==> src/rtl/mem_copy_engine_pkg.sv <==
// mem_copy_engine_pkg: shared FSM encoding and widths for the block copy engine
// Contents: ADDR_W (memory address width), WIDTH_DEF (default word width), state_t (IDLE/RUN/DRAIN)
package mem_copy_engine_pkg;
    localparam int ADDR_W = 16;
    localparam int WIDTH_DEF = 16;
    typedef enum logic [1:0] {IDLE, RUN, DRAIN} state_t;
endpackage

==> src/rtl/mem_copy_engine_addr_gen.sv <==
// mem_copy_addr_gen: loadable incrementing address counter, wraps modulo 2^ADDR_W
// Ports: clock, reset (sync, active-high), load/load_value (load wins over inc), inc, addr (current address)
module mem_copy_addr_gen
    import mem_copy_engine_pkg::*;
(
    input  logic              clock,
    input  logic              reset,
    input  logic              load,
    input  logic              inc,
    input  logic [ADDR_W-1:0] load_value,
    output logic [ADDR_W-1:0] addr
);
    always_ff @(posedge clock) begin
        if (reset)
            addr <= '0;
        else if (load)
            addr <= load_value;
        else if (inc)
            addr <= addr + ADDR_W'(1);
    end
endmodule

==> src/rtl/mem_copy_engine.sv <==
// mem_copy_engine: copies length words from src_addr to dst_addr over a 1-cycle-latency memory port
// Ports: clock, reset (sync, active-high); start/src_addr/dst_addr/length request (sampled only while idle);
//        busy, done (1-cycle pulse); memory side rdaddress, wraddress, wren, data (write), q (read, 1-cycle latency)
// Build option MEM_COPY_FILL_EN: adds fill/fill_value; with fill=1 writes fill_value to the destination, no reads
module mem_copy_engine #(
    parameter int width  = mem_copy_engine_pkg::WIDTH_DEF,
    parameter int ADDR_W = mem_copy_engine_pkg::ADDR_W
) (
    input  logic              clock,
    input  logic              reset,
    input  logic              start,
    input  logic [ADDR_W-1:0] src_addr,
    input  logic [ADDR_W-1:0] dst_addr,
    input  logic [ADDR_W-1:0] length,
`ifdef MEM_COPY_FILL_EN
    input  logic              fill,
    input  logic [width-1:0]  fill_value,
`endif
    output logic              busy,
    output logic              done,
    output logic [ADDR_W-1:0] rdaddress,
    output logic [ADDR_W-1:0] wraddress,
    output logic              wren,
    output logic [width-1:0]  data,
    input  logic [width-1:0]  q
);
    import mem_copy_engine_pkg::*;

    state_t            state, state_n;
    logic [ADDR_W-1:0] rd_left, left_n;
    logic              wren_n, done_n, rd_load, rd_inc, wr_load;
    logic              fill_go, fill_mode;
    logic              last;

`ifdef MEM_COPY_FILL_EN
    logic             fill_q;
    logic [width-1:0] fill_val_q;

    always_ff @(posedge clock) begin
        if (reset) begin
            fill_q     <= 1'b0;
            fill_val_q <= '0;
        end else if (state == IDLE && start) begin
            fill_q     <= fill;
            fill_val_q <= fill_value;
        end
    end

    assign fill_go   = fill;
    assign fill_mode = fill_q;
    assign data      = fill_mode ? fill_val_q : q;
`else
    assign fill_go   = 1'b0;
    assign fill_mode = 1'b0;
    assign data      = q;
`endif

    assign busy = state != IDLE;
    assign last = rd_left == ADDR_W'(1);

    // Write address only advances after a write has been performed, so it
    // trails the read address by exactly the memory read latency.
    mem_copy_addr_gen u_rd (
        .clock      (clock),
        .reset      (reset),
        .load       (rd_load),
        .inc        (rd_inc),
        .load_value (src_addr),
        .addr       (rdaddress)
    );

    mem_copy_addr_gen u_wr (
        .clock      (clock),
        .reset      (reset),
        .load       (wr_load),
        .inc        (wren),
        .load_value (dst_addr),
        .addr       (wraddress)
    );

    always_ff @(posedge clock) begin
        if (reset) begin
            state   <= IDLE;
            rd_left <= '0;
            wren    <= 1'b0;
            done    <= 1'b0;
        end else begin
            state   <= state_n;
            rd_left <= left_n;
            wren    <= wren_n;
            done    <= done_n;
        end
    end

    // In fill mode rd_left counts remaining writes and the DRAIN stage is
    // skipped because there is no read latency to cover.
    always_comb begin
        state_n = state;
        left_n  = rd_left;
        wren_n  = 1'b0;
        done_n  = 1'b0;
        rd_load = 1'b0;
        rd_inc  = 1'b0;
        wr_load = 1'b0;
        case (state)
            IDLE: begin
                done_n = start && length == '0;
                if (start && length != '0) begin
                    state_n = RUN;
                    left_n  = length;
                    wr_load = 1'b1;
                    rd_load = !fill_go;
                    wren_n  = fill_go;
                end
            end
            RUN: begin
                left_n  = rd_left - ADDR_W'(1);
                rd_inc  = !fill_mode;
                wren_n  = !fill_mode || !last;
                done_n  = fill_mode && last;
                state_n = !last ? RUN : fill_mode ? IDLE : DRAIN;
            end
            DRAIN: begin
                state_n = IDLE;
                done_n  = 1'b1;
            end
            default: state_n = IDLE;
        endcase
    end
endmodule

==> config.mk <==
export PLATFORM = sky130hd
export DESIGN_NAME = mem_copy_engine
export DESIGN_NICKNAME = d
export VERILOG_FILES = /design/src/rtl/mem_copy_engine_pkg.sv /design/src/rtl/mem_copy_engine_addr_gen.sv /design/src/rtl/mem_copy_engine.sv
export SDC_FILE = /design/constraint.sdc
export NUM_CORES = 1
export LEC_CHECK = 0
export ABC_CLOCK_PERIOD_IN_PS = 2520
export CAP_MARGIN = 0
export CORE_AREA = 2 2 94 96
export DETAILED_ROUTE_END_ITERATION = 8
export DIE_AREA = 0 0 96 98
export PLACE_DENSITY = 0.69
export SETUP_SLACK_MARGIN = 0.05
export SYNTH_ARGS = -nofsm -noshare
export SYNTH_HDL_FRONTEND = slang
export SYNTH_SLANG_ARGS = --single-unit
==> constraint.sdc <==
create_clock -name clock -period 2.52 [get_ports clock]
set_clock_uncertainty 0.15 [all_clocks]
set_input_delay 0.504 -clock clock [delete_from_list [all_inputs] [get_ports clock]]
set_output_delay 0.504 -clock clock [all_outputs]
set_load 0.005 [all_outputs]
==> metrics.txt <==
max-slew violations=0; Setup TNS=0 ns; Post-DRT Antenna Nets=0; Layout area overhead=47.3%; CTS sink count=between 50 and 60; PwrDens=a little over 500 nW/um^2; Yosys Warn Count=0; FF-to-FF path depth=5; Setup-failing EPs final=0; Worst Setup End Kind=flop; total routed wirelength=slightly below 9 mm; Least-Margin Pin Slew=about 0.6 ns; Post-synth EDFFs=0; first-pass GRT wire length=roughly 14 mm; Via Count=just over 3k; synth cell count leaders=52 x dfxtp_1, 32 x nor2_1, 27 x nand3_1, 23 x a21oi_1, 23 x nand2_1; CTS H-Tree Depth=2; run status=complete, no violations; Max stage delay cell, worst path=or4_4; FMAX=approximately 420 MHz; main flop type after synthesis=dfxtp_1; DRC violations left=0; reg-to-reg setup timing slack=roughly 0.30 ns; Crit. Startpoint=length[4]; CP cell instances=clkdlybuf4s50_1 -> or4_4 -> o41ai_4 -> buf_6 -> clkbuf_16 -> nor2_1 -> a211oi_1; CTS Buffer Depth=2; Hold Buf Count CTS=0; Synth area leader=dfxtp_1; max_slew headroom=approximately 60%; drt via density=roughly 5.6; area share of the largest cell type after synthesis=a little over a third; Worst R2R Start=u_rd.addr[5]; worst path bufs/invs=3; Starting DRT DRC Count=~150; most frequent cell after synthesis=dfxtp_1; unrepaired setup endpoints after global routing=false; Port Buf Inserts=85; Rows=34; starting density of the core=~34%; WHS Path Cells=2; max cap viols=0; Arr. time, crit path=between 2 and 2.5 ns; Yosys reg bits=52; Reg-to-Reg End=u_rd.addr[12]; fraction of layout cells with a size suffix above 1=a little over an eighth; total track usage=approximately 18%; end point of the critical path=u_wr.addr[14]; pin count of the biggest net entering global routing=31; TritonCTS clock tree=built; slowest stage delay, CP=approximately 0.56 ns; library cells used by synthesis=47; initial antenna violation count=0; Final Util=49.8%; Congestion Overflow GR=0; top cells by area, synth=dfxtp_1 36%, nand3_1 4.7%, a211oi_1 4.5%, buf_4 4.5%, nor2_1 4.2%; CORE AREA=roughly 8500 um^2; Final #Nets=509; worst-path fanout max=8; number of cells produced by synthesis=roughly 350; Pleak=between 1.5 and 2 nW; Post-synth ARST share=0%; Die Y=98 um; Final min period=about 2.4 ns; drt pass-1 iters=4; Syn Area/Cell=approximately 8 um^2; placed cells=between 500 and 600; GPL Wtd Cong=about 0.86; post-synth net total=around 420; VDD IR max=0.298 mV; I/O Pins=around 120; sequential-to-total area share from yosys stat=36.4%; final worst-path cycle share=~94%; later-pin clock latency in the skew report=0.31 ns; die footprint=roughly 9400 um^2; CTS Buf Count=5; Syn Std Cell Area=between 2000 and 3000 um^2; instance count on the critical path=7; clk slew on worst S/H paths=~0.10 ns; critical path class=primary input to flop; DP HPWL=~6 mm; root buffer cell=clkbuf_8; Routed wire per std cell=16.1 um; Required @ worst endpoint=2.60 ns; crit start category=primary input; Hold Vio Cnt, Final=0; Die X=96 um; Hold Path Class=flop to flop; Layout Cells excl Fill=between 500 and 600; vias in the first global route=between 2k and 3k; CP delay by family, top=buffers and inverters; antenna cell count=0
-- how the worst min path moves through the flow --
stage | slack [ns] | startpoint | endpoint
2_1_floorplan | 0.31 | rd_left[1] | rd_left[1]
3_3_place_gp | 0.32 | rd_left[11] | rd_left[11]
3_5_place_dp | 0.34 | rd_left[8] | rd_left[8]
4_1_cts | 0.36 | rd_left[8] | rd_left[8]
5_1_grt | 0.36 | length[10] | rd_left[10]
6_report | 0.35 | rd_left[5] | rd_left[5]
-- metal layers --
layer  track usage (%)  up-vias  share of wire [%]
met1              23.5     1445                 45
met4              5.38        0                1.1
met2              28.3      119                 47
met5                 0        -                  0
li1                  -     1466                  -
met3              4.78       10                7.3
-- state kept, by name, indices dropped and copies added (netlist names) --
register / flops
rd_left: 16
u_rd.addr: 16
u_wr.addr: 16
state: 2
done: 1
wren: 1
-- cells by family (layout without fill, tap and decap cells) --
| group | Yosys count | count (layout) | share of synthesized area, % |
|---|---|---|---|
| muxes | 5 | 5 | 1.88 |
| adders and majority gates | 4 | 4 | 1.75 |
| and+or+nand+nor | 141 | 141 | 25.8 |
| DFF | 52 | 52 | 36.4 |
| buffers and inverters | 46 | 137 | 8.48 |
| AOI/OAI and AO/OA | 84 | 84 | 20.8 |
| xor gates and xnor gates | 16 | 16 | 4.89 |
-- cells in the final DEF (no fill, tap or decap), drive strengths merged, types with 5 or more instances in the layout --
master / instances
a21oi: 23
o211ai: 5
clkdlybuf4s50: 72
dfxtp: 52
or3: 5
nor3: 10
dlymetal6s2s: 10
nand4: 12
a31oi: 11
nand3: 27
nor4: 8
xnor2: 12
nor2: 32
buf: 34
a211oi: 17
clkbuf: 8
inv: 8
or4: 8
a2bb2oi: 6
nand2: 23
-- per-stage QoR --
step / setup WS, ns / hold WS (ns) / power [mW] / cell area, um^2
after floorplan: 0.112 / 0.311 / 1.24 / 2860
after global placement: -0.321 / 0.325 / 1.51 / 3910
after detailed placement: -0.400 / 0.344 / 1.52 / 3910
after CTS: 0.0456 / 0.359 / 2.15 / 4120
after global routing: 0.0367 / 0.356 / 2.27 / 4220
final: 0.147 / 0.349 / 2.16 / 4220
-- where the power goes --
part	leakage [nW]	switching [mW]	internal, mW
clock	0.0541	0.301	0.295
combinational	1.07	0.251	0.335
sequential	0.429	0.0803	0.894
-- cell type report --
| cell class | instances | area [um^2] |
|---|---|---|
| inverters | 8 | 30.0 |
| clock inverters | 3 | 42.5 |
| flip-flops and latches | 52 | 1040 |
| clock buffers | 5 | 68.8 |
| fillers | 794 | 4250 |
| repair buffers | 121 | 1270 |
| multi-input cells | 250 | 1630 |
| well taps | 108 | 135 |
-- tightest hold or removal path, delay by kind of cell (launching register included) --
family	cells	cell delay [ns]
DFF	1	0.33
AOI/OAI and AO/OA	2	0.13
-- timing repair --
item | CTS | global route
gates resized for setup | 9 | 19
buffers inserted | 2 | 0
pin swaps | 5 | 12
endpoints found under the setup margin | 45 | 37
cloned | 2 | 3
Power figures use the tool's default switching activity.
